## src/rtl/servo_pkg.sv

```systemverilog
// Shared types and constants for the servo PWM path.
// Widths are in clk cycles; the 100 MHz defaults give a 20 ms frame.
package servo_pkg;

    typedef logic [19:0] pulse_t;

    localparam int unsigned SERVO_PERIOD_100MHZ = 2000000;
    localparam pulse_t      SERVO_NEUTRAL       = 20'd150000;
    localparam pulse_t      SERVO_MIN           = 20'd25000;
    localparam pulse_t      SERVO_MAX           = 20'd260000;

    function automatic pulse_t clamp_pulse(input pulse_t v, input pulse_t lo, input pulse_t hi);
        if (v < lo) return lo;
        if (v > hi) return hi;
        return v;
    endfunction

endpackage

```

## src/rtl/servo_pwm_gen_if.sv

```systemverilog
// Signal bundle between the servo PWM generator and its user.
// There is no handshake: en and value are level inputs that the generator samples
// only in the last cycle of each frame; every output is a registered level or pulse.
interface servo_pwm_gen_if
    import servo_pkg::*;
();
    logic   en;
    pulse_t value;
    logic   pwm_out;
    logic   frame_start;
    pulse_t cur_width;
    logic   settled;
    pulse_t target;      // clamped version of value, for debug visibility

    modport slave (
        input  en, value,
        output pwm_out, frame_start, cur_width, settled, target
    );

    modport master (
        output en, value,
        input  pwm_out, frame_start, cur_width, settled, target
    );
endinterface

```

## src/rtl/servo_slew_limiter.sv

```systemverilog
// Combinational width update: clamps the raw command and steps the current
// width toward it by at most step cycles (step of zero means jump directly).
module servo_slew_limiter
    import servo_pkg::*;
#(
    parameter pulse_t MIN_PULSE = SERVO_MIN,
    parameter pulse_t MAX_PULSE = SERVO_MAX
) (
    input  pulse_t cur_i,
    input  pulse_t tgt_raw_i,
    input  pulse_t step_i,
    output pulse_t tgt_o,
    output pulse_t next_width_o,
    output logic   settled_next_o
);

    logic        up;
    logic [20:0] diff;

    always_comb begin
        tgt_o = clamp_pulse(tgt_raw_i, MIN_PULSE, MAX_PULSE);
        up    = (tgt_o >= cur_i);
        // Distance is taken in the ordered direction so it can never wrap.
        diff  = up ? ({1'b0, tgt_o} - {1'b0, cur_i}) : ({1'b0, cur_i} - {1'b0, tgt_o});

        next_width_o = tgt_o;
        if ((step_i != '0) && (diff > {1'b0, step_i})) begin
            next_width_o = up ? (cur_i + step_i) : (cur_i - step_i);
        end
        settled_next_o = (next_width_o == tgt_o);
    end

endmodule

```

## src/rtl/servo_pwm_gen.sv

```systemverilog
// Servo PWM generator: free-running frame counter, width updated only at the
// frame boundary, registered output so each enabled frame is exactly cur_width high.
module servo_pwm_gen
    import servo_pkg::*;
#(
    parameter int unsigned PERIOD_CYCLES = SERVO_PERIOD_100MHZ,
    parameter int unsigned CNT_W         = 21,
    parameter pulse_t      MIN_PULSE     = SERVO_MIN,
    parameter pulse_t      MAX_PULSE     = SERVO_MAX,
    parameter pulse_t      RESET_PULSE   = SERVO_NEUTRAL,
    parameter pulse_t      SLEW_STEP     = 20'd5000
) (
    input logic             clk,
    input logic             rst_n,
    servo_pwm_gen_if.slave  bus
);

    localparam logic [CNT_W-1:0] CNT_LAST = CNT_W'(PERIOD_CYCLES - 1);

    logic [CNT_W-1:0] cnt_q, cnt_d;
    logic             en_q, en_d;
    pulse_t           cur_width_q, cur_width_d;
    logic             settled_q, settled_d;
    logic             pwm_q, pwm_d;
    logic             frame_start_q, frame_start_d;

    pulse_t           tgt;
    pulse_t           next_width;
    logic             settled_next;
    logic             at_boundary;

    servo_slew_limiter #(
        .MIN_PULSE (MIN_PULSE),
        .MAX_PULSE (MAX_PULSE)
    ) u_slew (
        .cur_i          (cur_width_q),
        .tgt_raw_i      (bus.value),
        .step_i         (SLEW_STEP),
        .tgt_o          (tgt),
        .next_width_o   (next_width),
        .settled_next_o (settled_next)
    );

    always_comb begin
        at_boundary   = (cnt_q == CNT_LAST);
        cnt_d         = at_boundary ? '0 : cnt_q + CNT_W'(1);
        en_d          = en_q;
        cur_width_d   = cur_width_q;
        settled_d     = settled_q;
        if (at_boundary) begin
            en_d        = bus.en;
            cur_width_d = next_width;
            settled_d   = settled_next;
        end
        // Both registered from the same cnt value, so frame_start lines up with the first high cycle.
        frame_start_d = (cnt_q == '0);
        pwm_d         = en_q && (32'(cnt_q) < 32'(cur_width_q));
    end

    always_ff @(posedge clk or negedge rst_n) begin
        if (!rst_n) begin
            cnt_q         <= '0;
            en_q          <= 1'b0;
            cur_width_q   <= RESET_PULSE;
            settled_q     <= 1'b0;
            pwm_q         <= 1'b0;
            frame_start_q <= 1'b0;
        end else begin
            cnt_q         <= cnt_d;
            en_q          <= en_d;
            cur_width_q   <= cur_width_d;
            settled_q     <= settled_d;
            pwm_q         <= pwm_d;
            frame_start_q <= frame_start_d;
        end
    end

    assign bus.pwm_out     = pwm_q;
    assign bus.frame_start = frame_start_q;
    assign bus.cur_width   = cur_width_q;
    assign bus.settled     = settled_q;
    assign bus.target      = tgt;

endmodule
```

## src/flat_wrapper.sv

```systemverilog
// flat-port wrapper written by rule: the top's interface ports become plain ports
module servo_pwm_gen_flat import servo_pkg::*;
#(
    parameter int unsigned PERIOD_CYCLES = SERVO_PERIOD_100MHZ,
    parameter int unsigned CNT_W         = 21,
    parameter pulse_t      MIN_PULSE     = SERVO_MIN,
    parameter pulse_t      MAX_PULSE     = SERVO_MAX,
    parameter pulse_t      RESET_PULSE   = SERVO_NEUTRAL,
    parameter pulse_t      SLEW_STEP     = 20'd5000
)
  (clk, rst_n, bus_en, bus_value, bus_pwm_out, bus_frame_start, bus_cur_width, bus_settled, bus_target);
  servo_pwm_gen_if bus_i ();
  input logic clk;
  input logic rst_n;
  input wire logic [$bits(bus_i.en)-1:0] bus_en;
  input wire logic [$bits(bus_i.value)-1:0] bus_value;
  output wire logic [$bits(bus_i.pwm_out)-1:0] bus_pwm_out;
  output wire logic [$bits(bus_i.frame_start)-1:0] bus_frame_start;
  output wire logic [$bits(bus_i.cur_width)-1:0] bus_cur_width;
  output wire logic [$bits(bus_i.settled)-1:0] bus_settled;
  output wire logic [$bits(bus_i.target)-1:0] bus_target;
  assign bus_i.en = bus_en;
  assign bus_i.value = bus_value;
  assign bus_pwm_out = bus_i.pwm_out;
  assign bus_frame_start = bus_i.frame_start;
  assign bus_cur_width = bus_i.cur_width;
  assign bus_settled = bus_i.settled;
  assign bus_target = bus_i.target;
  servo_pwm_gen #(.PERIOD_CYCLES(PERIOD_CYCLES), .CNT_W(CNT_W), .MIN_PULSE(MIN_PULSE), .MAX_PULSE(MAX_PULSE), .RESET_PULSE(RESET_PULSE), .SLEW_STEP(SLEW_STEP)) u_core (.clk(clk), .rst_n(rst_n), .bus(bus_i));
endmodule
```

## config.mk

```make
export PLATFORM = sky130hd
export DESIGN_NAME = servo_pwm_gen_flat
export DESIGN_NICKNAME = d
export VERILOG_FILES = /design/src/rtl/servo_pkg.sv /design/src/rtl/servo_pwm_gen_if.sv /design/src/rtl/servo_slew_limiter.sv /design/src/rtl/servo_pwm_gen.sv /design/src/flat_wrapper.sv
export SDC_FILE = /design/constraint.sdc
export NUM_CORES = 1
export LEC_CHECK = 0
export CAP_MARGIN = 10
export CORE_AREA = 2 2 105 107
export CTS_BUF_LIST = sky130_fd_sc_hd__clkbuf_4 sky130_fd_sc_hd__clkbuf_8 sky130_fd_sc_hd__clkbuf_16
export DETAILED_ROUTE_END_ITERATION = 12
export DIE_AREA = 0 0 107 109
export GPL_TIMING_DRIVEN = 0
export PLACE_DENSITY = 0.94
export SETUP_SLACK_MARGIN = 0.05
export SKIP_LAST_GASP = 1
export SYNTH_ARGS = -nofsm -noshare
export SYNTH_HDL_FRONTEND = slang
export SYNTH_SLANG_ARGS = --single-unit
```

## constraint.sdc

```tcl
create_clock -name clk -period 11.1 [get_ports clk]
set_input_delay 2.775 -clock clk [delete_from_list [all_inputs] [get_ports clk]]
set_output_delay 2.775 -clock clk [all_outputs]
set_load 0.02 [all_outputs]
```

Word level (Yosys, flattened, before mapping)
Cells that the tools add are included.
- RAM bits: 0
- latch bits: 0
- register bits after elaboration: 45
- output and inout bits: 43
- logic and storage cells: 31
- bits of input ports: 23
- memories kept: 0
- bits in read-only memories: 0
- div/mod/pow operators: 0
- magnitude comparators: 5
- shift operators: 0
- multipliers: 0
- reductions and logical operators: 2
- bitwise logic cells: 0
- add/sub/neg operators: 5
- equal/unequal tests: 2
- multiplexer cells: 11
- operators with widths (cell ; number):
    2-to-1 mux 20 bit ; 6
    2-to-1 mux 21 bit ; 2
    subtractor 20 x 20 -> 21 bit ; 2
    adder 21 x 1 -> 21 bit (second input constant) ; 1
    equality test 21 bit (second input constant) ; 1
    greater-than comparator 21 x 13 -> 1 bit (second input constant) ; 1
    logical NOT 21 bit ; 1
    less-than comparator 21 x 20 -> 1 bit ; 1
    adder 20 x 13 -> 20 bit (second input constant) ; 1
    equality test 20 bit ; 1
    >= comparator 20 bit ; 1
    greater-than comparator 20 x 18 -> 1 bit (second input constant) ; 1
    less-than comparator 20 x 15 -> 1 bit (second input constant) ; 1
    subtractor 20 x 13 -> 20 bit (second input constant) ; 1
    2-to-1 mux 1 bit ; 3
    logical AND 1 bit ; 1

Logic depth before layout (Yosys ltp)
Gate-level depths: netlist (run 1).
- depth after elaboration: 10
- gate-level depth with buffers: 27
- gate-level depth less buffers: 26

Hierarchy
From an unflattened synthesis (run 1), not the netlist that was laid out.
- cells, all modules: 910
- area, all modules: 7377.1 µm²
- modules (own cells, without submodules) (module ; cells an instance ; area an instance (µm²) ; times used):
    servo_slew_limiter ; 686 ; 4812.1 ; 1
    servo_pwm_gen ; 224 ; 2565.0 ; 1

Least setup slack after synthesis (run 1)
OpenSTA, ideal clock, no wires.
- path type: input to register
- from: input port bus_value[13]
- to: register u_core.settled_q, in the netlist u_core.bus.settled
- stages: 25
- data arrival time: 8147 ps
- setup time: 65 ps
- required time: 11035 ps
- slack: 2889 ps
- path through: nand2_1 -> or3_1 -> o21a_1 -> o21ai_0 -> nand2_1 -> ha_1 -> a21o_1 -> a21oi_1 -> a21oi_1 -> a21oi_1 -> a21o_1 -> nand2_4 -> inv_2 -> ha_1 -> a21o_1 -> a211o_1 -> a2111o_1 -> a31o_2 -> a21oi_1 -> xnor2_1 -> xnor2_1 -> a21oi_1 -> nand4_1 -> o41ai_1 -> a21o_1
- longest elaborated chain between the ends: 10
- elaborated cells on any way between the ends: 16
- those cells by class: add/sub (2); order compare (4); eq/ne (1); mux (9)
- ends and longest elaborated chain (item ; line ; source):
    from (decl) ; flat_wrapper.sv:16 ; input wire logic [$bits(bus_i.value)-1:0] bus_value;
    greater-than comparator 20 x 18 -> 1 bit ; servo_pkg.sv:14 ; if (v > hi) return hi;
    2-to-1 mux 1 bit (2 in a row) ; servo_pkg.sv:14 ;
    2-to-1 mux 20 bit ; servo_pkg.sv:15 ; return v;
    2-to-1 mux 20 bit (*) ; servo_pkg.sv:14 ;
    via bus_target[3] ; flat_wrapper.sv:21 ; output wire logic [$bits(bus_i.target)-1:0] bus_target;
    subtractor 20 x 20 -> 21 bit / >= comparator 20 bit (equally long branches) ; servo_slew_limiter.sv:24, servo_slew_limiter.sv:22 ;
    2-to-1 mux 21 bit ; servo_slew_limiter.sv:24 ; diff = up ? ({1'b0, tgt_o} - {1'b0, cur_i}) : ({1'b0, cur_i} - {1'b0, tgt_o});
    greater-than comparator 21 x 13 -> 1 bit ; servo_slew_limiter.sv:27 ; if ((step_i != '0) && (diff > {1'b0, step_i})) begin
    2-to-1 mux 20 bit ; servo_slew_limiter.sv:27 ;
    equality test 20 bit (*) ; servo_slew_limiter.sv:30 ; settled_next_o = (next_width_o == tgt_o);
    to (signal assigned) ; servo_pwm_gen.sv:72 ; settled_q <= settled_d;
    to (decl) ; servo_pwm_gen.sv:23 ; logic settled_q, settled_d;
Mark *: on every way through the listed nets, which the timed path passes. The rest lies on a longest branch. The select of a mux whose other input is x is not followed.
A chain may end at the register's enable or synchronous reset.

Worst setup path in the final report (run 1)
- from: input port bus_value[13]
- to: register u_core.settled_q, in the netlist u_core.bus.settled
- longest elaborated chain between the ends: 10
- elaborated cells on any way between the ends: 16
- those cells by class: add/sub (2); order compare (4); eq/ne (1); mux (9)
- ends and longest elaborated chain (item ; line):
    greater-than comparator 20 x 18 -> 1 bit ; servo_pkg.sv:14
    2-to-1 mux 1 bit (2 in a row) ; servo_pkg.sv:14
    2-to-1 mux 20 bit ; servo_pkg.sv:15
    2-to-1 mux 20 bit (*) ; servo_pkg.sv:14
    subtractor 20 x 20 -> 21 bit / >= comparator 20 bit (equally long branches) ; servo_slew_limiter.sv:24, servo_slew_limiter.sv:22
    2-to-1 mux 21 bit ; servo_slew_limiter.sv:24
    greater-than comparator 21 x 13 -> 1 bit ; servo_slew_limiter.sv:27
    2-to-1 mux 20 bit ; servo_slew_limiter.sv:27
    equality test 20 bit (*) ; servo_slew_limiter.sv:30
Every way passes the cells marked *; elsewhere a longest branch is shown, timed or not. The select of a mux whose other input is x is not followed.

==> results of run 1 <==
## worst max-delay path, cell delays in order
cell and delay (ns):
clkdlybuf4s50_1 0.53, nand2_1 0.14, or3_1 0.41, o21ai_0 0.47, a22oi_1 0.16, buf_4 0.22
nand2b_1 0.26, ha_1 0.33, clkbuf_1 0.24, nand3_1 0.24, o22ai_1 0.11, a21oi_1 0.40
a21o_1 0.34, nand2_4 0.17, inv_2 0.44, ha_1 0.37, a21o_1 0.22, a211o_1 0.33
a21oi_1 0.24, xnor2_1 0.24, o211ai_1 0.15, a22o_1 0.25, a2111oi_2 0.36, nor4b_2 0.28
nand4_1 0.13, o41ai_1 0.29, a21o_1 0.12
## worst min-delay path by stage
stage	startpoint	to	slack, ns	depth (start not counted)
6_report	u_core.en_q$_DFFE_PN0N_	u_core.en_q$_DFFE_PN0N_	0.47	2
5_1_grt	u_core.en_q$_DFFE_PN0N_	u_core.en_q$_DFFE_PN0N_	0.53	2
4_1_cts	u_core.en_q$_DFFE_PN0N_	u_core.en_q$_DFFE_PN0N_	0.47	2
3_5_place_dp	u_core.en_q$_DFFE_PN0N_	u_core.en_q$_DFFE_PN0N_	0.46	2
3_3_place_gp	u_core.en_q$_DFFE_PN0N_	u_core.en_q$_DFFE_PN0N_	0.45	2
2_1_floorplan	u_core.en_q$_DFFE_PN0N_	u_core.en_q$_DFFE_PN0N_	0.44	2
## metrics by stage
stage / std cells / instance area [um2]
2_1_floorplan: 783 / 6210
5_1_grt: 995 / 7130
3_5_place_dp: 987 / 7030
6_report: 995 / 7130
3_3_place_gp: 986 / 7010
4_1_cts: 995 / 7130
## synthesized netlist by cell type (7+ instances only)
master    instances
a211oi_1          9
o21ai_2          10
ha_1             76
mux2i_1           7
nor3_1           25
o21bai_1          7
nor2_1           53
o21ai_0          28
inv_1            62
nand2b_1         13
and3_1            8
dfrtp_1          37
a21o_1           27
buf_2             8
and2_1            7
nand3_1          23
xor2_1           16
dfstp_2           8
nor4_1           13
a31oi_1          17
o31ai_1           8
nand4_1           8
nand2_1          64
a21oi_1          55
a22oi_2           8
xnor2_1          39
a22oi_1           8
o21a_1            9
clkbuf_1          8
## cell type report
type / count / area, um2
Clock buffer: 7 / 96.3
Timing Repair Buffer: 64 / 646
Clock inverter: 1 / 5.00
Buffer: 24 / 134
Multi-Input combinational cell: 651 / 4700
Tap cell: 140 / 175
Inverter: 63 / 236
Sequential cell: 45 / 1140
Fill cell: 890 / 3470
## layout by cell type, fill, tap and decap left out, types with 23 or more instances in the layout
cell type        Yosys  layout
nand3_1             23      23
ha_1                76      76
nand2_1             64      64
clkdlybuf4s50_1      0      62
inv_1               62      62
xnor2_1             39      39
a21o_1              27      27
nor2_1              53      53
o21ai_0             28      28
dfrtp_1             37      37
nor3_1              25      25
a21oi_1             55      55
## per-layer routing
| metal | up-vias | part of all wire (%) | wire [um] | global-route usage, % |
|---|---|---|---|---|
| met2 | 328 | 48 | 9330 | 58.6 |
| met4 | 0 | 3.6 | 702 | 12.8 |
| met3 | 58 | 7.7 | 1510 | 3.65 |
| li1 | 3019 | - | - | - |
| met5 | - | 0 | 0 | 0 |
| met1 | 2973 | 41 | 7990 | 42.3 |
## power by group through the flow
stage          Combinational [uW]  Clock (uW)  Sequential, uW
2_1_floorplan                98.3           0             167
6_report                      149         115             164
4_1_cts                       145         116             164
3_5_place_dp                  144           0             167
5_1_grt                       160         121             164
3_3_place_gp                  141           0             167
## flip-flops by register name, summed over array words and instances (netlist names)
register,flops
u_core.bus.settled,1
u_core.cnt_q,21
u_core.bus.frame_start,1
u_core.bus.cur_width,20
u_core.en_q,1
u_core.bus.pwm_out,1
## cell families after synthesis
logic type	count (synthesis)	share of synthesized area (%)
adder cells (fa/ha/maj)	77	15.7
AND/OR/NAND/NOR	247	20.1
flip-flops	45	18.3
AO/OA/AOI/OAI	254	29.7
other	2	0.121
multiplexers	11	1.92
XOR/XNOR	56	8.14
buffers and inverters	87	5.98
==> metrics.yaml, run 1 <==
timing:
  setup_tns_ns: 0
  rsz0062_at_grt: "false"
  max_freq_mhz: 100
  fin_crit_ns: 9.98
  setup_viol: 0
  hold_ws_ns: 0.474
  timing.final.max_slew_violations: 0
  final_hold_viol_count: 0
  skew_ns: 0.0173
  timing.final.ws_setup_ns: 1.12
  fin_crit_sh_pct: 89.9
  tightest_slew_ns: 0.906
  relSlewSlack_pct: 39.1
power:
  swShare_pct: 35.0
  switching_power_uw: 150
  pwr-share-clk_pct: 26.8
  vdd_drop_max_mv: 0.107
  leakagePower_uw: 0.00325
  p_per_area_nw_per_um2: 60.1
  seq_power_share_pct: 38.3
  intPower_uw: 278
  p_comb_share_pct: 34.9
  total_power_uw: 428
finish:
  drive_above_1_share_pct: 8.89
  utilization_pct: 67.2
  area_delta_synth_final_pct: 15.1
  fin_nets: 954
  antenna_cells: 0
flow_run:
  maxCapViolations: 0
synth:
  yosys-top-cells-area: "ha_1 (15%), dfrtp_1 (15%), xnor2_1 (5.5%)"
  syn_avg_cell_area_um2: 7.95
  yosys.area.top_type_share_pct: 15.4
  yosys.area.top_type: "ha_1"
  yosysWarnings: 0
  synth_cell_types: 84
  synth-seq-area-share_pct: 18.3
  ys_ff_latch: 45
  synth_ff_type: "dfrtp_1"
  async_flop_share_pct: 100
  syn_inst: 779
  synth-edff-count: 0
  syn-cell-area_um2: 6190
clocking:
  clk_pin_slew_ns: 0.10
  cts_resized: 0
  htree_num_levels: 2
  clock-sinks: 45
  cts_tree: "yes"
  cts_made_buffers: 5
  cts_root_buf: "clkbuf_8"
  clockBufferDepth: 2
  ctsHoldBuffers: 0
  clk_latency_ns: 0.32
  postCtsSetupBuffers: 0
global_route:
  antenna_found_initial: 0
  grt_pass1_wl_mm: 30.7
  first_global_vias: 6182
  grt_max_degree: 37
  grt_usage_pct: 33.4
  gr-total-overflow: 0
setup_path:
  r2r-start: "u_core.bus.cur_width[3]$_DFFE_PN0N_"
  r2r_slack_ns: 4.82
  cp-endpoint: "u_core.bus.settled$_DFFE_PN0N_"
  cp-start-kind: "primary input"
  critPathArrivalTime_ns: 10.24
  cp.required_ns: 11.36
  regToRegEndpoint: "u_core.bus.settled$_DFFE_PN0N_"
  startpoint: "bus_value[13]"
  cp_max_fo: 17
  r2r_cells: 21
  critPathKind: "primary input to register"
  endpoint_kind: "register"
floorplanning:
  ios: 66
  fp.dieW_um: 107
  coreArea_um2: 10600
  fp.dieH_um: 109
  dieArea_um2: 11700
  placementRows: 38
  initial_utilization_pct: 58.4
route:
  wl_per_cell_um: 19.6
  drtIter0Drc: 686
  ant_nets: 0
  num_vias: 6378
  drc_errors: 0
  viasPerCell: 6.41
  routed_wl_mm: 19.5
  first_pass_iters: 7
hold_path:
  worstHoldPathType: "register to register"
place:
  io_buffers: 63
  post-place-ws_ns: 1.05
  dp_hpwl_mm: 15.5
  place_congestion: 1.03
outcome:
  status: "completed"
No activity file was read; power rests on OpenSTA's default activity.
==> inputs of run 2 (changes only) <==
--- a/config.mk
+++ b/config.mk
@@ -6,14 +6,15 @@
 export NUM_CORES = 1
 export LEC_CHECK = 0
 export CAP_MARGIN = 10
-export CORE_AREA = 2 2 105 107
+export CORE_AREA = 2 2 114 116
 export CTS_BUF_LIST = sky130_fd_sc_hd__clkbuf_4 sky130_fd_sc_hd__clkbuf_8 sky130_fd_sc_hd__clkbuf_16
 export DETAILED_ROUTE_END_ITERATION = 12
-export DIE_AREA = 0 0 107 109
+export DIE_AREA = 0 0 116 118
 export GPL_TIMING_DRIVEN = 0
-export PLACE_DENSITY = 0.94
+export PLACE_DENSITY = 0.93
 export SETUP_SLACK_MARGIN = 0.05
 export SKIP_LAST_GASP = 1
 export SYNTH_ARGS = -nofsm -noshare
 export SYNTH_HDL_FRONTEND = slang
+export SYNTH_HIERARCHICAL = 1
 export SYNTH_SLANG_ARGS = --single-unit
==> run 2 against run 1 <==
Effect of this change: clock power grew 33%; design area grew 20%; combinational power grew 52%; flip-flop and latch count is the same; largest power group is now combinational logic; total power grew 27%; global-route usage shrank 1.4 points; register-to-register slack lost 0.50 ns; area after synthesis grew 19%.
==> metrics.yaml, run 2 <==
global_route:
  antenna_found_initial: 0  # unchanged
  grt_max_degree: 36  # was 37
  gr-total-overflow: 0  # unchanged
  first_global_vias: 7261  # was 6182
  grt_usage_pct: 32.0  # was 33.4%
  grt_pass1_wl_mm: 35.2  # was 30.7 mm
clocking:
  ctsHoldBuffers: 0  # unchanged
  clock-sinks: 45  # unchanged
  clockBufferDepth: 2  # unchanged
  cts_made_buffers: 5  # unchanged
  cts_resized: 0  # unchanged
  clk_latency_ns: 0.30  # was 0.32 ns
  cts_root_buf: "clkbuf_16"  # was clkbuf_8
  cts_tree: "yes"  # unchanged
  clk_pin_slew_ns: 0.06  # was 0.10 ns
  postCtsSetupBuffers: 0  # unchanged
  htree_num_levels: 2  # unchanged
finish:
  fin_nets: 1160  # was 954
  largest_register_ffs: 21  # unchanged
  final_common_cell: "inv_1"  # was ha_1
  antenna_cells: 0  # unchanged
  multiInputGateArea_um2: 5850  # was 4700 um2
  final_cell_mix: "inv_1 (102), ha_1 (101), a21oi_1 (73), clkdlybuf4s50_1 (62), nor2_1 (60)"  # was ha_1 (76), nand2_1 (64), inv_1 (62), clkdlybuf4s50_1 (62), a21oi_1 (55)
  regArea_um2: 1140  # unchanged
  nFillCells: 991  # was 890
  drive_above_1_share_pct: 9.49  # was 8.89%
  area_delta_synth_final_pct: 16.3  # was 15.1%
  postLayoutCellArea_um2: 8580  # was 7130 um2
  top_register: "u_core/cnt_q"  # was u_core.cnt_q
route:
  first_pass_iters: 7  # unchanged
  ant_nets: 0  # unchanged
  drc_errors: 0  # unchanged
  viasPerCell: 6.12  # was 6.41
  drtIter0Drc: 586  # was 686
  num_vias: 7373  # was 6378
  routed_wl_mm: 21.8  # was 19.5 mm
  wl_per_cell_um: 18.1  # was 19.6 um
setup_path:
  critPathKind: "primary input to register"  # unchanged
  r2r_slack_ns: 4.32  # was 4.82 ns
  critPathArrivalTime_ns: 10.80  # was 10.24 ns
  cp_max_fo: 10  # was 17
  cp.required_ns: 11.33  # was 11.36 ns
  r2r_cells: 22  # was 21
  r2r-start: "u_core/bus.cur_width[1]$_DFFE_PN0N_"  # was u_core.bus.cur_width[3]$_DFFE_PN0N_
  cp-start-kind: "primary input"  # unchanged
  endpoint_kind: "register"  # unchanged
  regToRegEndpoint: "u_core/bus.settled$_DFFE_PN0N_"  # was u_core.bus.settled$_DFFE_PN0N_
power:
  leakagePower_uw: 0.00390  # was 0.00325 uW
  vdd_drop_max_mv: 0.112  # was 0.107 mV
  p_per_area_nw_per_um2: 63.4  # was 60.1 nW/um2
floorplanning:
  ios: 66  # unchanged
  fp.dieW_um: 116  # was 107 um
  placementRows: 41  # was 38
  initial_utilization_pct: 59.4  # was 58.4%
  coreArea_um2: 12400  # was 10600 um2
  fp.dieH_um: 118  # was 109 um
  dieArea_um2: 13700  # was 11700 um2
synth:
  synth_ff_type: "dfrtp_1"  # unchanged
  yosys.area_share.simple_pct: 18.8  # was 20.1%
  synth-edff-count: 0  # unchanged
  synth_compound_area_share_pct: 21.1  # was 29.7%
  synth_top_family_by_area: "compound AO/OA/AOI/OAI gates"  # unchanged
  yosys.area.top_type_share_pct: 17.1  # was 15.4%
  yosysWarnings: 6  # was 0
  syn_avg_cell_area_um2: 8.11  # was 7.95 um2
  synth_commonest_cells: "inv_1 (102), ha_1 (101), a21oi_1 (73)"  # was ha_1 (76), nand2_1 (64), inv_1 (62)
  syn-cell-area_um2: 7380  # was 6190 um2
  ys_ff_latch: 45  # unchanged
  syn_inst: 910  # was 779
  yosys.area.top_type: "ha_1"  # unchanged
  async_flop_share_pct: 100  # unchanged
  synth_xor_area_share_pct: 9.67  # was 8.14%
  synth-seq-area-share_pct: 15.4  # was 18.3%
  synth_fa_ha_area_share_pct: 17.9  # was 15.7%
  yosysMostFrequentCell: "inv_1"  # was ha_1
  synthMuxAreaShare_pct: 8.85  # was 1.92%
  synth_cell_types: 92  # was 84
  yosys-top-cells-area: "ha_1 (17%), dfrtp_1 (13%), xnor2_1 (6.3%)"  # was ha_1 (15%), dfrtp_1 (15%), xnor2_1 (5.5%)
timing:
  skew_ns: 0.00727  # was 0.0173 ns
  max_freq_mhz: 94.6  # was 100 MHz
  timing.final.max_slew_violations: 0  # unchanged
  final_hold_viol_count: 0  # unchanged
  setup_viol: 0  # unchanged
  timing.final.ws_setup_ns: 0.528  # was 1.12 ns
  setup_tns_ns: 0  # unchanged
  tightest_slew_ns: 0.918  # was 0.906 ns
  relSlewSlack_pct: 38.6  # was 39.1%
  fin_crit_ns: 10.57  # was 9.98 ns
  rsz0062_at_grt: "false"  # unchanged
  fin_crit_sh_pct: 95.2  # was 89.9%
  hold_ws_ns: 0.508  # was 0.474 ns
hold_path:
  min-delay-start: "u_core/bus.settled$_DFFE_PN0N_"  # was u_core.en_q$_DFFE_PN0N_
  whs_endpoint: "u_core/bus.settled$_DFFE_PN0N_"  # was u_core.en_q$_DFFE_PN0N_
  worstHoldPathType: "register to register"  # unchanged
  min_path_cells: 1  # was 2
place:
  io_buffers: 63  # unchanged
  place_congestion: 1.02  # was 1.03
  post-place-ws_ns: 0.573  # was 1.05 ns
  dp_hpwl_mm: 17.7  # was 15.5 mm
  place_area_um2: 8430  # was 7030 um2
flow_run:
  maxCapViolations: 0  # unchanged
outcome:
  status: "completed"  # unchanged
==> run 2: changes by cell type after synthesis, moves of 9 or more <==
| cell | change |
|---|---|
| inv_1 | +40 |
| ha_1 | +25 |
| nand4_1 | +20 |
| mux2_4 | +19 |
| a21oi_1 | +18 |
| mux2i_1 | +17 |
| xnor2_1 | +14 |
| o21ai_2 | -10 |
| a31oi_1 | -9 |
==> run 2: worst max-delay path: stages <==
cell and delay (ns):
clkdlybuf4s50_1 0.54, nand4_1 0.17, nor4_1 0.27, nand4_1 0.29
a21oi_2 0.44, nand2_1 0.25, inv_1 0.19, ha_1 0.29
nor2b_1 0.17, o211ai_1 0.24, a211oi_1 0.14, o31a_1 0.30
o21a_1 0.23, nor2_1 0.72, clkbuf_1 0.51, o41ai_1 0.20
xnor2_1 0.17, ha_1 0.37, a211oi_1 0.46, nor2_1 0.22
o21a_1 0.21, a211oi_1 0.34, xnor2_1 0.21, o311ai_2 0.18
nor4_2 0.32, nand4_1 0.15, o31ai_2 0.23, mux2_2 0.19
==> run 2: metal layers <==
metal  GRT usage [%]  wire length (um)  part of all wire, %
met5               0                 0                    0
met2            55.2             10600                   49
met1            38.9              8760                   40
met4            15.4              1040                  4.8
met3            4.07              1380                  6.3
==> run 2: how the worst max path moves through the flow <==
stage	start	to	slack [ns]	depth (start not counted)
finish	bus_value[7]	u_core/bus.settled$_DFFE_PN0N_	0.53	28
global route	bus_value[7]	u_core/bus.settled$_DFFE_PN0N_	0.18	28
CTS	bus_value[7]	u_core/bus.settled$_DFFE_PN0N_	0.84	28
detailed placement	bus_value[7]	u_core/bus.settled$_DFFE_PN0N_	0.57	27
global placement	bus_value[7]	u_core/bus.settled$_DFFE_PN0N_	0.75	28
floorplan	bus_value[18]	u_core/bus.cur_width[18]$_DFFE_PN0N_	2.40	25
==> run 2: area by class of cell <==
cell class,count,share of cell area (%)
clock buffer,7,1.71
multi-input combinational,786,68.1
sequential,45,13.2
tap,172,2.51
timing repair buffer,64,7.53
buffer,26,2.29
inverter,105,4.59
==> run 2: metrics by stage <==
step	instances	utilization (%)	power, uW
after global routing	1205	69.1	570
after CTS	1205	69.1	538
after detailed placement	1198	67.9	384
final	1205	69.1	544
after global placement	1197	67.8	378
after floorplan	962	-	327
==> run 2: cell families after synthesis <==
logic type | Yosys count
DFF | 45
xor gates and xnor gates | 78
and+or+nand+nor | 261
AOI/OAI and AO/OA | 233
adders and majority gates | 104
other | 4
muxes | 54
buffers and inverters | 131
==> run 2: power by group <==
part / leakage [uW] / internal, uW / switching (uW)
clock network: 0.0000734 / 90.9 / 62.4
logic: 0.00324 / 97.3 / 129
registers: 0.000585 / 164 / 0
==> inputs of run 3 (changes only) <==
--- a/config.mk
+++ b/config.mk
@@ -6,12 +6,15 @@
 export NUM_CORES = 1
 export LEC_CHECK = 0
 export CAP_MARGIN = 10
-export CORE_AREA = 2 2 114 116
+export CELL_PAD_IN_SITES_DETAIL_PLACEMENT = 1
+export CELL_PAD_IN_SITES_GLOBAL_PLACEMENT = 1
+export CORE_AREA = 2 2 126 128
 export CTS_BUF_LIST = sky130_fd_sc_hd__clkbuf_4 sky130_fd_sc_hd__clkbuf_8 sky130_fd_sc_hd__clkbuf_16
 export DETAILED_ROUTE_END_ITERATION = 12
-export DIE_AREA = 0 0 116 118
+export DIE_AREA = 0 0 128 130
 export GPL_TIMING_DRIVEN = 0
-export PLACE_DENSITY = 0.93
+export MAX_ROUTING_LAYER = met4
+export PLACE_DENSITY = 0.95
 export SETUP_SLACK_MARGIN = 0.05
 export SKIP_LAST_GASP = 1
 export SYNTH_ARGS = -nofsm -noshare
==> run 3 against run 2 <==
Effect of this change: setup slack got worse by 0.14 ns; clock power grew 16%; flip-flop and latch count is the same; global-route usage is 0.88 points higher; critical path depth unchanged; design area up 0.69%; first-iteration DRC count decreased by 14%; critical path type unchanged.
==> metrics.yaml, run 3 (synthesis gave the netlist of run 2 again) <==
global_route:
  grt_max_degree: 29  # was 36
  grt_pass1_wl_mm: 41.7  # was 35.2 mm
  grt_usage_pct: 32.9  # was 32.0%
  gr-total-overflow: 0  # unchanged
  antenna_found_initial: 0  # unchanged
  first_global_vias: 7965  # was 7261
timing:
  setup_viol: 0  # unchanged
  skew_ns: 0.00837  # was 0.00727 ns
  setup_tns_ns: 0  # unchanged
  relSlewSlack_pct: 37.8  # was 38.6%
  max_freq_mhz: 93.4  # was 94.6 MHz
  timing.final.max_slew_violations: 0  # unchanged
  fin_crit_sh_pct: 96.5  # was 95.2%
  fin_crit_ns: 10.71  # was 10.57 ns
  tightest_slew_ns: 0.923  # was 0.918 ns
  final_hold_viol_count: 0  # unchanged
  rsz0062_at_grt: "false"  # unchanged
hold_path:
  worstHoldPathType: "register to register"  # unchanged
finish:
  drive_above_1_share_pct: 9.97  # was 9.49%
  final_cell_mix: "inv_1 (102), ha_1 (101), a21oi_1 (73), clkdlybuf4s50_1 (62), nor2_1 (58)"  # was inv_1 (102), ha_1 (101), a21oi_1 (73), clkdlybuf4s50_1 (62), nor2_1 (60)
  finalNonFillerCells: 1225  # was 1205
  top_register: "u_core/cnt_q"  # unchanged
  fin_nets: 1159  # was 1160
  final_common_cell: "inv_1"  # unchanged
  area_delta_synth_final_pct: 17.1  # was 16.3%
  regArea_um2: 1140  # unchanged
  nFillCells: 1900  # was 991
  largest_register_ffs: 21  # unchanged
  antenna_cells: 0  # unchanged
  multiInputGateArea_um2: 5860  # was 5850 um2
place:
  io_buffers: 63  # unchanged
  dp_cells: 1218  # was 1198
  place_congestion: 0.939  # was 1.02
  dp_hpwl_mm: 21.8  # was 17.7 mm
clocking:
  clk_pin_slew_ns: 0.07  # was 0.06 ns
  cts_root_buf: "clkbuf_16"  # unchanged
  postCtsSetupBuffers: 0  # unchanged
  clk_latency_ns: 0.30  # about the same
  cts_made_buffers: 5  # unchanged
  ctsHoldBuffers: 0  # unchanged
  cts_tree: "yes"  # unchanged
  clock-sinks: 45  # unchanged
  htree_num_levels: 2  # unchanged
  clockBufferDepth: 2  # unchanged
power:
  pwr-share-clk_pct: 30.8  # was 28.2%
  p_comb_share_pct: 40.9  # was 41.6%
  p_per_area_nw_per_um2: 67.1  # was 63.4 nW/um2
  vdd_drop_max_mv: 0.0848  # was 0.112 mV
  switching_power_uw: 209  # was 192 uW
  leakagePower_uw: 0.00391  # was 0.00390 uW
  swShare_pct: 36.1  # was 35.2%
  intPower_uw: 370  # was 352 uW
  seq_power_share_pct: 28.3  # was 30.2%
route:
  viasPerCell: 6.22  # was 6.12
  ant_nets: 0  # unchanged
  num_vias: 7619  # was 7373
  drtIter0Drc: 504  # was 586
  first_pass_iters: 5  # was 7
  drc_errors: 0  # unchanged
  routed_wl_mm: 26.9  # was 21.8 mm
  wl_per_cell_um: 21.9  # was 18.1 um
floorplanning:
  dieArea_um2: 16600  # was 13700 um2
  placementRows: 46  # was 41
  fp.dieH_um: 130  # was 118 um
  fp.dieW_um: 128  # was 116 um
  coreArea_um2: 15400  # was 12400 um2
  initial_utilization_pct: 47.8  # was 59.4%
  ios: 66  # unchanged
setup_path:
  slowest_stage: "a211oi_1"  # was nor2_1
  critPathKind: "primary input to register"  # unchanged
  critPathMaxStageDelay_ns: 0.57  # was 0.72 ns
  cp-start-kind: "primary input"  # unchanged
  critPathArrivalTime_ns: 10.95  # was 10.80 ns
  crit_family: "compound AO/OA/AOI/OAI gates"  # unchanged
  endpoint_kind: "register"  # unchanged
  cp_max_fo: 10  # unchanged
  crit_buf_inv: 3  # unchanged
  cp.required_ns: 11.34  # was 11.33 ns
flow_run:
  maxCapViolations: 0  # unchanged
outcome:
  status: "completed"  # unchanged
-- run 3: cell count changes in the layout (fill, tap and decap cells not counted) --
cell / change
clkbuf_2: +1
nor2_1: -2
inv_6: +2
a211oi_2: +1
bufinv_16: +1
clkbuf_1: -2
nor2_2: +2
clkbuf_4: -1
a211oi_1: -1
clkbuf_8: -1
-- run 3: final cells by class --
cell class | count | area share (%)
plain buffers | 25 | 2.25
clock buffers | 5 | 1.45
clock inverters | 3 | 0.550
inverters | 105 | 4.56
multi-input cells | 786 | 67.8
flip-flops and latches | 45 | 13.2
well taps | 192 | 2.78
repair buffers | 64 | 7.47
-- run 3: metal layers --
metal | routed length (um) | share of wire [%] | GRT usage [%]
met1 | 10800 | 40 | 37.3
met3 | 1150 | 4.3 | 1.80
met2 | 13700 | 51 | 61.1
met5 | 0 | 0 | -
met4 | 1150 | 4.3 | 12.9
-- run 3: repair_timing --
item                                    in CTS  in global routing
endpoints found under the hold margin        0                  0
resized for setup                            0                  5
endpoints found under the setup margin       0                  2
-- run 3: worst paths after layout --
check	cells after the start	slack (ns)	from	endpoint
max	28	0.39	bus_value[7]	u_core/bus.settled$_DFFE_PN0N_
max in group asynchronous	2	8.08	rst_n	u_core/bus.cur_width[4]$_DFFE_PN1N_
min	1	0.53	u_core/bus.settled$_DFFE_PN0N_	u_core/bus.settled$_DFFE_PN0N_
max reg2reg	22	4.37	u_core/bus.cur_width[1]$_DFFE_PN0N_	u_core/bus.settled$_DFFE_PN0N_
min reg2reg	1	0.53	u_core/bus.settled$_DFFE_PN0N_	u_core/bus.settled$_DFFE_PN0N_
min in group asynchronous	1	2.42	rst_n	u_core/cnt_q[12]$_DFF_PN0_
-- run 3: power by group through the flow --
stage	sequential [uW]	clock, uW	combinational [uW]
floorplan	167	0	160
finish	164	178	237
global placement	167	0	214
detailed placement	167	0	226
CTS	164	180	229
global route	164	186	255
-- run 3: metrics by stage --
stage	utilization, %	instance area (um2)	hold WS (ns)	total power (uW)	worst slack [ns]
final	56.0	8640	0.529	579	0.390
after CTS	56.0	8630	0.526	573	0.253
after global routing	56.0	8640	0.543	605	0.160
after floorplan	-	7570	0.463	327	2.40
after global placement	54.7	8440	0.491	382	0.495
after detailed placement	54.8	8460	0.509	393	0.0871
==> variant 1: new RTL, settings of run 1 <==
`CNT_W` is set to 21 in 2 places; all go to 42.
--- a/src/rtl/servo_pwm_gen.sv
+++ b/src/rtl/servo_pwm_gen.sv
@@ -6,3 +6,3 @@
     parameter int unsigned PERIOD_CYCLES = SERVO_PERIOD_100MHZ,
-    parameter int unsigned CNT_W         = 21,
+    parameter int unsigned CNT_W         = 42,
     parameter pulse_t      MIN_PULSE     = SERVO_MIN,
--- a/src/flat_wrapper.sv
+++ b/src/flat_wrapper.sv
@@ -4,3 +4,3 @@
     parameter int unsigned PERIOD_CYCLES = SERVO_PERIOD_100MHZ,
-    parameter int unsigned CNT_W         = 21,
+    parameter int unsigned CNT_W         = 42,
     parameter pulse_t      MIN_PULSE     = SERVO_MIN,
Function: same outputs for any inputs over 10 cycles, from zero or initial values and one cycle with rst_n low; that may be too few to reach the edited logic, so the function may still have changed.
==> variant 1 against run 1 <==
First-iteration DRC count is 8.5% higher; clock power rose by 57%; sequential cell count grew 21; worst setup slack improved by 0.028 ns; final area grew 11%; via count is 8.7% higher; total power up 37%; synthesized cell count up 8.9%; worst hold slack better by 0.0026 ns; area after synthesis rose by 12%; routed wire length up 5.3%; largest cell class unchanged.
==> variant 1: results (changes against run 1) <==
[global_routing]
met2_usage_pct=60.1  ; +1.5 points
gr-usage-met3_pct=4.48  ; +0.84 points
grt_max_degree=67  ; +81%

[status]
status=finished clean

[routing]
wl_met2_mm=9.81  ; +5.1%
dr_wl_met3_mm=1.64  ; +9.0%
routedWlPerCell_um=19.2  ; -2.1%
drtIter0Drc=744  ; +8.5%
viasPerCell=6.48  ; +1.1%

[min_path]
holdPathEnd=u_core.cnt_q[41]$_DFF_PN0_

[sta]
fin_hold_ws_ns=0.477  ; +0.00262 ns
worst_pin_slew_ns=1.05  ; +0.140 ns
finalClockSkew_ns=0.0110  ; -0.00629 ns

[critical_path]
arrival_ns=10.22  ; -0.02 ns
r2r_start=u_core.bus.cur_width[8]$_DFFE_PN1N_
slowest_delay_ns=0.88  ; +0.35 ns
r2r_cells=22  ; +4.8%

[layout]
n_fill_cell=795  ; -11%
nets=1026  ; +7.5%
final_cells=1070  ; +7.5%
drive_gt1_share_pct=5.91  ; -3.0 points

[power]
irDropWorstVdd_uv=87.8  ; -18%
power_switching_w=0.000196  ; +31%
power_w=0.000587  ; +37%

[synthesis]
synthTopCellsByArea=dfrtp_1 (21%), ha_1 (14%), xnor2_1 (6.4%), a21oi_1 (4.0%), xor2_1 (3.9%)
synth_commonest_cells=ha_1 (76), nand2_1 (72), inv_1 (68), nor2_1 (65), dfrtp_1 (58)
synthXorXnorAreaFrac_pct=10.4  ; +2.2 points
syn_inst=848  ; +8.9%
yosysSeqAreaShare_pct=24.0  ; +5.6 points
muxShareOfSynthArea_pct=2.92  ; +1.0 points
ys_types=76  ; -9.5%

[clocking]
cts_inserted_buffers=9  ; +4
clock_latency_ns=0.35  ; +0.03 ns

[variant 1: area by class of cell]
class | count | area (sq um) | area share [%]
Sequential cell | 66 | 1660 | 21.0
Tap cell | 140 | 175 | 2.21
Clock buffer | 10 | 138 | 1.74
Timing Repair Buffer | 63 | 628 | 7.93
Inverter | 70 | 263 | 3.32
Multi-Input combinational cell | 691 | 4900 | 61.9
Buffer | 25 | 123 | 1.55
Clock inverter | 5 | 31.3 | 0.395
[variant 1: worst max-delay path by stage]
stage	depth (start not counted)	from	endpoint
2_1_floorplan	23	bus_value[12]	u_core.bus.settled$_DFFE_PN0N_
3_3_place_gp	28	bus_value[12]	u_core.bus.settled$_DFFE_PN0N_
3_5_place_dp	28	bus_value[12]	u_core.bus.settled$_DFFE_PN0N_
4_1_cts	28	bus_value[12]	u_core.bus.settled$_DFFE_PN0N_
5_1_grt	28	bus_value[12]	u_core.bus.settled$_DFFE_PN0N_
6_report	28	bus_value[12]	u_core.bus.settled$_DFFE_PN0N_
==> variant 2: new RTL, config.mk and constraints of run 1 <==
Made on the original files. Reset style: synchronous (`rst_n`), changed in one clocked block.
--- a/src/rtl/servo_pwm_gen.sv
+++ b/src/rtl/servo_pwm_gen.sv
@@ -59,3 +59,3 @@
 
-    always_ff @(posedge clk or negedge rst_n) begin
+    always_ff @(posedge clk) begin
         if (!rst_n) begin
Formal check against the unedited RTL: differs if rst_n is asserted again (counterexample within 4 cycles, from zero or initial values and one cycle with rst_n low); with rst_n held inactive, the same outputs for 10 cycles.
==> variant 2 against run 1 <==
Routed wire length shrank 4.7%; die area did not move; global-route usage shrank 1.7 points; worst hold slack got worse by 0.015 ns; area after synthesis is 5.9% lower; worst setup slack improved by 0.0084 ns; total power up 9.5%; clock power increased by 17%; final area is 5.1% lower; sequential cell count unchanged; largest power group is now combinational logic.
==> variant 2: results (changes against run 1) <==
[status]
status=finished clean

[synthesis]
synth_commonest_cells=ha_1 (76), nor2_1 (67), nand2_1 (66), a21oi_1 (59), inv_1 (52)
synthXorXnorAreaFrac_pct=8.57  ; +0.42 points
yosys_most_used_dff=dfxtp_1
yosysSeqAreaShare_pct=15.5  ; -2.9 points
muxShareOfSynthArea_pct=3.46  ; +1.5 points
synthAdderAreaFrac_pct=16.7  ; +0.98 points
synthTopCellsByArea=ha_1 (16%), dfxtp_1 (15%), xnor2_1 (5.9%), a21oi_1 (5.1%), nor2_1 (4.3%)
synth_async_sr_flop_share_pct=0  ; -100 points
ys_types=81  ; -3.6%
synth_compound_area_share_pct=26.9  ; -2.8 points

[routing]
wl_met2_mm=8.70  ; -6.8%
drtIter0Drc=629  ; -8.3%
num_vias=6374  ; -0.063%
wl_met1_mm=7.38  ; -7.6%
dr.pass1.iters=6  ; -1
dr_wl_met3_mm=1.56  ; +3.9%
viasPerCell=6.41  ; about the same

[placed_design]
dp_hpwl_mm=14.8  ; -4.9%
dp.cells=986  ; -0.10%
gp_congestion=1.05  ; +1.9%

[global_routing]
grt_pass1_wl_mm=29.5  ; -4.0%
grt_pass1_vias=5992  ; -3.1%

[sta]
max_freq_ghz=0.100  ; about the same
finalClockSkew_ns=0.00706  ; -0.0102 ns
fin_hold_ws_ns=0.459  ; -0.0146 ns

[critical_path]
r2r_cells=22  ; +4.8%
r2r_start=u_core.bus.cur_width[3]$_SDFFE_PN0P_
r2r_slack_ns=5.03  ; +0.21 ns
slowest_delay_ns=0.57  ; +0.04 ns
slowest_stage=or4_1

[min_path]
min_from=u_core.en_q$_SDFFE_PN0P_
holdPathEnd=u_core.en_q$_SDFFE_PN0P_

[clocking]
clock_latency_ns=0.30  ; -0.02 ns

[power]
irDropWorstVdd_uv=64.0  ; -40%
leakagePower_nw=2.99  ; -8.0%

[layout]
n_fill_cell=881  ; -1.0%
drive_gt1_share_pct=5.62  ; -3.3 points

-- variant 2: power by group --
| group | switching, W | internal [W] | leakage [nW] |
|---|---|---|---|
| Sequential | 0.00000162 | 0.000163 | 0.364 |
| Clock | 0.0000579 | 0.0000759 | 0.0619 |
| Combinational | 0.000101 | 0.0000701 | 2.56 |
-- variant 2: layer usage --
| metal | vias to the layer above | track usage (%) |
|---|---|---|
| met3 | 84 | 3.59 |
| met5 | - | 0 |
| met2 | 373 | 54.2 |
| li1 | 2981 | - |
| met1 | 2936 | 39.2 |
| met4 | 0 | 17.1 |
-- variant 2: layout make-up --
cell class              instances  area [sq um]  area share (%)
plain buffers                  32           170            2.51
clock buffers                   7          90.1            1.33
clock inverters                 1          30.0           0.444
inverters                      55           206            3.05
multi-input cells             651          4560            67.4
flip-flops and latches         45           901            13.3
well taps                     140           175            2.59
repair buffers                 63           631            9.32
